**src/rtl/key_req_if.sv**
```systemverilog
// Client-side command/response handshake bundle for key_req_master.
// The slave modport is the controller's view; master is the client's view.
`timescale 1ns/1ps
interface key_req_if #(
   parameter int KEY_WIDTH   = 32,
   parameter int INDEX_WIDTH = 8
);
   logic                     cmd_valid;
   logic                     cmd_ready;
   logic                     cmd_write;
   logic [1:0]               cmd_lane_en;
   logic [2*INDEX_WIDTH-1:0] cmd_addr;
   logic [2*KEY_WIDTH-1:0]   cmd_key;
   logic                     rsp_valid;
   logic                     rsp_ready;
   logic [2*KEY_WIDTH-1:0]   rsp_key;
   logic [1:0]               rsp_lane;

   modport master (
      output cmd_valid, cmd_write, cmd_lane_en, cmd_addr, cmd_key, rsp_ready,
      input  cmd_ready, rsp_valid, rsp_key, rsp_lane
   );

   modport slave (
      input  cmd_valid, cmd_write, cmd_lane_en, cmd_addr, cmd_key, rsp_ready,
      output cmd_ready, rsp_valid, rsp_key, rsp_lane
   );
endinterface

```
**src/rtl/key_req_master.sv**
```systemverilog
// Initiator-side controller for the dual-lane key register file with a credited response FIFO.
// Optional KEY_REQ_STATS_EN adds saturating write/read command counters.
`timescale 1ns/1ps
module key_req_master #(
   parameter int KEY_WIDTH   = 32,
   parameter int INDEX_WIDTH = 8,
   parameter int RESP_DEPTH  = 4
) (
   input  logic                     clk,
   input  logic                     reset,
   key_req_if.slave                 bus,
   output logic [1:0]               rf_w_en,
   output logic [2*INDEX_WIDTH-1:0] rf_w_addr,
   output logic [2*KEY_WIDTH-1:0]   rf_key_write,
   output logic [1:0]               rf_r_en,
   output logic [2*INDEX_WIDTH-1:0] rf_r_addr,
   input  logic [2*KEY_WIDTH-1:0]   rf_key_read,
   output logic [7:0]               conflict_cnt
`ifdef KEY_REQ_STATS_EN
   ,
   output logic [15:0]              wr_cmd_cnt,
   output logic [15:0]              rd_cmd_cnt
`endif
);
   localparam int PTR_W = (RESP_DEPTH > 1) ? $clog2(RESP_DEPTH) : 1;
   localparam int CNT_W = PTR_W + 1;

   logic                     cmd_ready_r;
   logic [1:0]               rf_w_en_r;
   logic [2*INDEX_WIDTH-1:0] rf_w_addr_r;
   logic [2*KEY_WIDTH-1:0]   rf_key_write_r;
   logic [1:0]               rf_r_en_r;
   logic [2*INDEX_WIDTH-1:0] rf_r_addr_r;
   logic [7:0]               conflict_cnt_r;
   logic [1:0]               cap_lane_r;

   logic [2*KEY_WIDTH-1:0]   key_mem_r  [RESP_DEPTH];
   logic [1:0]               lane_mem_r [RESP_DEPTH];
   logic [PTR_W-1:0]         wr_ptr_r;
   logic [PTR_W-1:0]         rd_ptr_r;
   logic [CNT_W-1:0]         cnt_r;

   logic                     accept_s;
   logic                     wr_acc_s;
   logic                     rd_acc_s;
   logic                     same_addr_s;
   logic                     conflict_s;
   logic [1:0]               w_en_s;
   logic [1:0]               r_en_s;
   logic                     iss_valid_s;
   logic                     push_s;
   logic                     pop_s;
   logic [CNT_W-1:0]         cnt_next_s;
   logic [CNT_W:0]           credit_s;
   logic                     ready_next_s;
   logic [2*KEY_WIDTH-1:0]   push_key_s;

   // Command decode, lane masking and next-cycle credit.
   always_comb begin
      accept_s    = bus.cmd_valid & cmd_ready_r;
      wr_acc_s    = accept_s & (bus.cmd_lane_en != 2'b00) & bus.cmd_write;
      rd_acc_s    = accept_s & (bus.cmd_lane_en != 2'b00) & ~bus.cmd_write;
      same_addr_s = (bus.cmd_addr[INDEX_WIDTH-1:0] == bus.cmd_addr[2*INDEX_WIDTH-1:INDEX_WIDTH]);
      conflict_s  = wr_acc_s & (bus.cmd_lane_en == 2'b11) & same_addr_s;
      // Lane 1 wins a same-address dual write, so lane 0 is dropped.
      w_en_s      = wr_acc_s ? {bus.cmd_lane_en[1], bus.cmd_lane_en[0] & ~conflict_s} : 2'b00;
      r_en_s      = rd_acc_s ? bus.cmd_lane_en : 2'b00;
      iss_valid_s = (rf_r_en_r != 2'b00);
      push_s      = (cap_lane_r != 2'b00);
      pop_s       = (cnt_r != {CNT_W{1'b0}}) & bus.rsp_ready;
      cnt_next_s  = cnt_r + CNT_W'(push_s) - CNT_W'(pop_s);
      // A pop this cycle is deliberately not credited until next cycle.
      credit_s    = {1'b0, cnt_r} + (CNT_W+1)'(push_s) + (CNT_W+1)'(iss_valid_s)
                    + (CNT_W+1)'(rd_acc_s);
      ready_next_s = (credit_s < (CNT_W+1)'(RESP_DEPTH));
      push_key_s  = {(2*KEY_WIDTH){1'b0}};
      for (int i = 0; i < 2; i++) begin
         if (cap_lane_r[i]) begin
            push_key_s[i*KEY_WIDTH +: KEY_WIDTH] = rf_key_read[i*KEY_WIDTH +: KEY_WIDTH];
         end else begin
            push_key_s[i*KEY_WIDTH +: KEY_WIDTH] = {KEY_WIDTH{1'b0}};
         end
      end
   end

   // Issue stage, capture stage tracking, credit register and conflict counter.
   always_ff @(posedge clk) begin
      if (reset) begin
         cmd_ready_r    <= 1'b0;
         rf_w_en_r      <= 2'b00;
         rf_w_addr_r    <= {(2*INDEX_WIDTH){1'b0}};
         rf_key_write_r <= {(2*KEY_WIDTH){1'b0}};
         rf_r_en_r      <= 2'b00;
         rf_r_addr_r    <= {(2*INDEX_WIDTH){1'b0}};
         cap_lane_r     <= 2'b00;
         conflict_cnt_r <= 8'd0;
      end else begin
         cmd_ready_r <= ready_next_s;
         rf_w_en_r   <= w_en_s;
         rf_r_en_r   <= r_en_s;
         cap_lane_r  <= rf_r_en_r;
         if (wr_acc_s) begin
            rf_w_addr_r    <= bus.cmd_addr;
            rf_key_write_r <= bus.cmd_key;
         end
         if (rd_acc_s) begin
            rf_r_addr_r <= bus.cmd_addr;
         end
         if (conflict_s && (conflict_cnt_r != 8'hFF)) begin
            conflict_cnt_r <= conflict_cnt_r + 8'd1;
         end
      end
   end

   // Response FIFO storage and pointers.
   always_ff @(posedge clk) begin
      if (reset) begin
         wr_ptr_r <= {PTR_W{1'b0}};
         rd_ptr_r <= {PTR_W{1'b0}};
         cnt_r    <= {CNT_W{1'b0}};
         for (int i = 0; i < RESP_DEPTH; i++) begin
            key_mem_r[i]  <= {(2*KEY_WIDTH){1'b0}};
            lane_mem_r[i] <= 2'b00;
         end
      end else begin
         if (push_s) begin
            key_mem_r[wr_ptr_r]  <= push_key_s;
            lane_mem_r[wr_ptr_r] <= cap_lane_r;
            wr_ptr_r             <= wr_ptr_r + PTR_W'(1);
         end
         if (pop_s) begin
            rd_ptr_r <= rd_ptr_r + PTR_W'(1);
         end
         cnt_r <= cnt_next_s;
      end
   end

   assign bus.cmd_ready = cmd_ready_r;
   assign bus.rsp_valid = (cnt_r != {CNT_W{1'b0}});
   assign bus.rsp_key   = key_mem_r[rd_ptr_r];
   assign bus.rsp_lane  = lane_mem_r[rd_ptr_r];
   assign rf_w_en       = rf_w_en_r;
   assign rf_w_addr     = rf_w_addr_r;
   assign rf_key_write  = rf_key_write_r;
   assign rf_r_en       = rf_r_en_r;
   assign rf_r_addr     = rf_r_addr_r;
   assign conflict_cnt  = conflict_cnt_r;

`ifdef KEY_REQ_STATS_EN
   logic [15:0] wr_cmd_cnt_r;
   logic [15:0] rd_cmd_cnt_r;

   // Saturating counts of accepted commands that enable at least one lane.
   always_ff @(posedge clk) begin
      if (reset) begin
         wr_cmd_cnt_r <= 16'd0;
         rd_cmd_cnt_r <= 16'd0;
      end else begin
         if (wr_acc_s && (wr_cmd_cnt_r != 16'hFFFF)) begin
            wr_cmd_cnt_r <= wr_cmd_cnt_r + 16'd1;
         end
         if (rd_acc_s && (rd_cmd_cnt_r != 16'hFFFF)) begin
            rd_cmd_cnt_r <= rd_cmd_cnt_r + 16'd1;
         end
      end
   end

   assign wr_cmd_cnt = wr_cmd_cnt_r;
   assign rd_cmd_cnt = rd_cmd_cnt_r;
`endif
endmodule

```
**src/flat_wrapper.sv**
```systemverilog
// flat-port wrapper written by rule: the top's interface ports become plain ports
module key_req_master_flat 
#(
   parameter int KEY_WIDTH   = 32,
   parameter int INDEX_WIDTH = 8,
   parameter int RESP_DEPTH  = 4
)
  (clk, reset, rf_w_en, rf_w_addr, rf_key_write, rf_r_en, rf_r_addr, rf_key_read, conflict_cnt, bus_cmd_valid, bus_cmd_write, bus_cmd_lane_en, bus_cmd_addr, bus_cmd_key, bus_rsp_ready, bus_cmd_ready, bus_rsp_valid, bus_rsp_key, bus_rsp_lane);
  key_req_if #(.KEY_WIDTH(KEY_WIDTH), .INDEX_WIDTH(INDEX_WIDTH)) bus_i ();
  input  logic clk;
  input  logic reset;
  output logic [1:0] rf_w_en;
  output logic [2*INDEX_WIDTH-1:0] rf_w_addr;
  output logic [2*KEY_WIDTH-1:0] rf_key_write;
  output logic [1:0] rf_r_en;
  output logic [2*INDEX_WIDTH-1:0] rf_r_addr;
  input  logic [2*KEY_WIDTH-1:0] rf_key_read;
  output logic [7:0] conflict_cnt;
  input wire logic [$bits(bus_i.cmd_valid)-1:0] bus_cmd_valid;
  input wire logic [$bits(bus_i.cmd_write)-1:0] bus_cmd_write;
  input wire logic [$bits(bus_i.cmd_lane_en)-1:0] bus_cmd_lane_en;
  input wire logic [$bits(bus_i.cmd_addr)-1:0] bus_cmd_addr;
  input wire logic [$bits(bus_i.cmd_key)-1:0] bus_cmd_key;
  input wire logic [$bits(bus_i.rsp_ready)-1:0] bus_rsp_ready;
  output wire logic [$bits(bus_i.cmd_ready)-1:0] bus_cmd_ready;
  output wire logic [$bits(bus_i.rsp_valid)-1:0] bus_rsp_valid;
  output wire logic [$bits(bus_i.rsp_key)-1:0] bus_rsp_key;
  output wire logic [$bits(bus_i.rsp_lane)-1:0] bus_rsp_lane;
  assign bus_i.cmd_valid = bus_cmd_valid;
  assign bus_i.cmd_write = bus_cmd_write;
  assign bus_i.cmd_lane_en = bus_cmd_lane_en;
  assign bus_i.cmd_addr = bus_cmd_addr;
  assign bus_i.cmd_key = bus_cmd_key;
  assign bus_i.rsp_ready = bus_rsp_ready;
  assign bus_cmd_ready = bus_i.cmd_ready;
  assign bus_rsp_valid = bus_i.rsp_valid;
  assign bus_rsp_key = bus_i.rsp_key;
  assign bus_rsp_lane = bus_i.rsp_lane;
  key_req_master #(.KEY_WIDTH(KEY_WIDTH), .INDEX_WIDTH(INDEX_WIDTH), .RESP_DEPTH(RESP_DEPTH)) u_core (.clk(clk), .reset(reset), .bus(bus_i), .rf_w_en(rf_w_en), .rf_w_addr(rf_w_addr), .rf_key_write(rf_key_write), .rf_r_en(rf_r_en), .rf_r_addr(rf_r_addr), .rf_key_read(rf_key_read), .conflict_cnt(conflict_cnt));
endmodule
```
**config.mk**
```make
export PLATFORM = sky130hd
export DESIGN_NAME = key_req_master_flat
export DESIGN_NICKNAME = d
export VERILOG_FILES = /design/src/rtl/key_req_if.sv /design/src/rtl/key_req_master.sv /design/src/flat_wrapper.sv
export SDC_FILE = /design/constraint.sdc
export NUM_CORES = 1
export LEC_CHECK = 0
export CORE_AREA = 5 5 191 193
export DETAILED_ROUTE_END_ITERATION = 12
export DIE_AREA = 0 0 196 198
export GPL_ROUTABILITY_DRIVEN = 0
export GPL_TIMING_DRIVEN = 0
export HOLD_SLACK_MARGIN = 0.15
export PLACE_DENSITY = 0.71
export SYNTH_ARGS = -nofsm -noshare
export SYNTH_HDL_FRONTEND = slang
export SYNTH_SLANG_ARGS = --single-unit
```
**constraint.sdc**
```tcl
create_clock -name clk -period 4.84 [get_ports clk]
set_input_delay 1.452 -clock clk [delete_from_list [all_inputs] [get_ports clk]]
set_output_delay 1.452 -clock clk [all_outputs]
set_load 0.1 [all_outputs]
```
Word level (Yosys, flattened, before mapping)
Memory sizes are Yosys's and may differ from the RTL's. A register that Yosys moved wholly into a read port is not among the register bits.
Index checks and enable logic that the tools add are counted.
{"block": "totals", "regBits": 118, "mem_bits_rw": 264, "in_bits": 151, "output_inout_bits": 176, "word_cells": 63, "mem_count": 2}
{"memory": "u_core.key_mem_r", "words": 4, "word_bits": 64, "read_ports": 1, "rd_ports_with_merged_regs": 1, "write_ports": 4, "line": "key_req_master.sv:37", "source": "logic [2*KEY_WIDTH-1:0] key_mem_r [RESP_DEPTH];"}
{"memory": "u_core.lane_mem_r", "words": 4, "word_bits": 2, "read_ports": 1, "rd_ports_with_merged_regs": 1, "write_ports": 4, "line": "key_req_master.sv:38", "source": "logic [1:0] lane_mem_r [RESP_DEPTH];"}
{"block": "classes", "add_sub_neg": 8, "order_cmp": 1, "eq_ne": 3, "n_mux": 17, "n_bitwise": 12, "n_reduce_logical": 9}
{"op": "$mux 32", "n": 2}
{"op": "$mux 64", "n": 1}
{"op": "$reduce_or 64->1", "n": 1}
{"op": "$mux 2", "n": 7}
{"op": "$add 4x1->4", "n": 2}
{"op": "$add 8x1->8 const B", "n": 1}
{"op": "$and 1x1->1", "n": 8}
{"op": "$eq 8x8->1", "n": 1}
{"op": "$ne 8x8->1 const B", "n": 1}
{"op": "$mux 1", "n": 7}
{"op": "$reduce_bool 2->1", "n": 3}
{"op": "$reduce_or 2->1", "n": 3}
{"op": "$add 2x1->2 const B", "n": 2}
{"op": "$add 3x1->4", "n": 1}
{"op": "$lt 4x3->1 const B", "n": 1}
{"op": "$not 1->1", "n": 4}
{"op": "$add 3x1->3", "n": 1}
{"op": "$reduce_bool 3->1", "n": 1}
{"op": "$sub 3x1->3", "n": 1}
{"op": "$eq 2x2->1 const B", "n": 1}
{"op": "$logic_and 1x1->1", "n": 1}

Longest topological paths before layout
{"block": "logic_depth", "depth_word": 7, "mapped_depth": 9, "depth_no_buf": 9}

Worst setup path before layout
OpenSTA, ideal clock, no wires.
{"block": "synth_path", "path_type": "register to register", "from": "register u_core.wr_ptr_r[0]", "to": "memory u_core.key_mem_r[2][0] (netlist name), enable pin", "setup_ps": 504, "arrival_ps": 3807, "t_required_ps": 4336, "slack_ps": 529, "path_stages_with_launch": 4, "n_path_buf": 1, "synth_period_minus_slack_ps": 4311, "cell_sequence": "dfxtp_1 > nand2b_1 > clkbuf_1 > o21bai_1"}
{"element": "from (decl)", "line": "key_req_master.sv:39", "source": "logic [PTR_W-1:0] wr_ptr_r;"}
{"element": "from (signal assigned)", "line": "key_req_master.sv:118", "source": "wr_ptr_r <= {PTR_W{1'b0}};"}
{"element": "from (signal assigned)", "line": "key_req_master.sv:129", "source": "wr_ptr_r <= wr_ptr_r + PTR_W'(1);"}
{"element": "to (decl)", "line": "key_req_master.sv:37"}

==> impl_results.md <==
- Status: complete, no violations
- CTS Buf Count: 41
- GRT Util Overall: 0.213
- Cell depth of the worst flop-to-flop path: 6
- Vias in the first global route: 11333
- Final period util: 0.966
- Post-synth EDFFs: 264
- PortBufs: 325
- Per-cell routed wire length: 19.7 um
- Element type at the critical path end: output port
- Die Span Y: 198 um
- Hold EP: u_core.rf_key_write[17]
- Synth top cells by count: 264 x edfxtp_1, 260 x nand2_1, 183 x nor2_1
- Max Freq: 0.214 GHz
- Fin. max-slew vios: 0
- Final wirelength: 41700 um
- Clock Sink Count: 384
- Power density cells: 461 nW/um2
- # nets final: 1781
- Worst R2R Setup Slack: 2.15 ns
- Initial antenna violation count: 8
- Hold path start: u_core.rf_key_write[17]
- Worst hold path class: reg2reg
- RSZ-0062 raised after global routing: false
- FFs w/ async S/R, synth: 0
- Core area: 34400 um2
- First-pass GRT wire length: 64400 um
- Leading register cell type out of synthesis: edfxtp_1
- Final setup viols: 0
- Syn Area/Cell: 12.3 um2
- Share of the yosys chip area belonging to registers: 0.673
- Syn Nets: 1407
- Least-Margin Pin Slew: 1.17 ns
- Syn. warnings: 0
- Clk_lat worst skew: 0.52 ns
- Max incr delay on CP: 0.87 ns
- Critical Path AT: 3.22 ns
- H-tree depth: 2
- # rows: 68
- Reg2Reg Capture Point: u_core.key_mem_r[0][54]
- First DRT Iteration DRCs: 685
- Top-count cell post-synth: edfxtp_1
- Post-DP HPWL: 29500 um
- Top post-synthesis cells by area: edfxtp_1 52%, dfxtp_1 16%, mux4_2 9.7%, nand2_1 6.4%, nor2_1 4.5%
- DRT Pass-1 Iters: 6
- Reg-to-reg critical path startpoint: u_core.cap_lane_r[0]
- Final core utilization: 0.599
- # fillers: 2728
- CP required: 3.39 ns
- CP delay by family, top: buffers and inverters
- Die extent in x: 196 um
- Final hold vios: 0
- Final WS setup: 0.167 ns
- Crit path max fanout: 10
- Worst hold path depth: 2
- Minimum clock period: 4.67 ns
- Clock Tree Root: clkbuf_16
- Crit Path Class: reg2out
- Yosys top cell by area: edfxtp_1
- Clk_skew: 0.00654 ns
- #FFs+latches synth: 384
- Buf+Inv Stages, Crit Path: 3
- Post-Syn Area: 15300 um2
- Bufs on Longest Clock Path: 3
- Vias post-DR: 10693
- Max-cap viol count: 0
- Area delta synth->final: 34.2%
- Grt total ovfl: 0
- Final hold slack: 0.453 ns
- Detail Route Antenna Nets: 0
- Library cells used by synthesis: 41
- Synth Instances: 1250
- DRC violations left: 0
- Hold buffers post-CTS: 0
- Slew headroom: 0.221
- Vias per cell: 5.06
- CP max-delay cell: dlygate4sd2_1
- Critical path cell sequence: clkbuf_1, buf_1, mux4_2, dlygate4sd2_1
- I/O pin count: 327
- Fraction of layout cells with a size suffix above 1: 0.0858
- Post-synth top area share: 0.517
- Initial Util: 0.446
- Worst Setup Slack post-DPL: 0.258 ns
- CTS tree: done
- Leak: 7.54 nW
- Die area: 38800 um2
- VDD IR max: 0.388 mV
- Reg clk slew, reported paths: 0.06 ns
- CP Launch Type: register
- Largest net degree at the start of global routing: 52
-- logic make-up after synthesis --
family / share of synthesized area
and+or+nand+nor: 0.137
xor gates and xnor gates: 0.00962
DFF: 0.673
adders and majority gates: 0.00538
muxes: 0.0975
AOI/OAI and AO/OA: 0.0395
buffers and inverters: 0.0379
-- worst max path at each step --
stage | startpoint | endpoint | slack [ns] | depth (start not counted)
6_report | register | bus_rsp_key[41] | 0.17 | 4
5_1_grt | register | bus_rsp_key[41] | 0.008 | 4
4_1_cts | register | bus_rsp_key[41] | 0.06 | 4
3_5_place_dp | register | bus_rsp_key[28] | 0.26 | 4
3_3_place_gp | u_core.wr_ptr_r[0] | u_core.key_mem_r[2][49] | -2.26 | 3
2_1_floorplan | u_core.wr_ptr_r[0] | u_core.key_mem_r[2][0] | 0.53 | 3
-- area by class of cell --
type                            instances  area, um2  area share
Antenna cell                            4       10.0    0.000486
Buffer                                 76        302      0.0146
Clock buffer                           55       1110      0.0538
Clock inverter                         19        186     0.00905
Inverter                               75        282      0.0137
Multi-Input combinational cell        715       4470       0.217
Sequential cell                       384      10300       0.502
Tap cell                              455        569      0.0276
Timing Repair Buffer                  331       3340       0.162
-- per-stage QoR --
step / TNS [ns] / area, um2 / total power, mW / std cells
floorplan: 0 / 15300 / 5.90 / 1250
global placement: -355.05 / 19200 / 6.63 / 2030
detailed placement: 0 / 19300 / 6.65 / 2036
CTS: 0 / 20600 / 9.60 / 2110
global route: 0 / 20600 / 9.85 / 2114
finish: 0 / 20600 / 9.50 / 2114
-- placed cells by master (no fill, tap or decap), drive strengths merged, types with 33 or more instances in the layout --
master,instances
nand2,260
clkbuf,112
mux4,66
dfxtp,120
edfxtp,264
clkdlybuf4s50,285
a21oi,101
and2,33
dlygate4sd2,39
nor2,183
inv,78
-- where the power goes --
part	internal [mW]	leakage [nW]	switching, mW
clock	1.78	0.633	1.25
sequential	3.63	3.70	0.0574
combinational	0.756	3.21	2.03
-- tightest hold or removal path, cell delays in order, from the launching register on --
cell and delay (ns):
dfxtp_1 0.31, nand2_1 0.05, a21oi_1 0.05
-- sequential cells by signal, summed over array words and instances (netlist names), named ones only --
register              flops
u_core.cnt_r              3
u_core.rf_w_addr         16
u_core.bus.cmd_ready      1
u_core.key_mem_r        256
u_core.rf_r_addr         16
u_core.cap_lane_r         2
u_core.rf_r_en            2
u_core.wr_ptr_r           2
u_core.rf_key_write      64
u_core.rf_w_en            2
u_core.rd_ptr_r           2
u_core.conflict_cnt       8
u_core.lane_mem_r         8
-- per-layer routing --
metal | up-vias | track usage | part of all wire
li1 | 5055 | - | -
met5 | - | 0 | 0.0013
met2 | 371 | 0.374 | 0.51
met1 | 5187 | 0.245 | 0.36
met3 | 72 | 0.0847 | 0.10
met4 | 8 | 0.0569 | 0.020
-- timing repair --
item	4_1_cts	5_1_grt
resized for setup	40	3
setup buffers	0	0
endpoints found under the setup margin	40	15
Note: power is estimated with default switching activity, not from simulation.
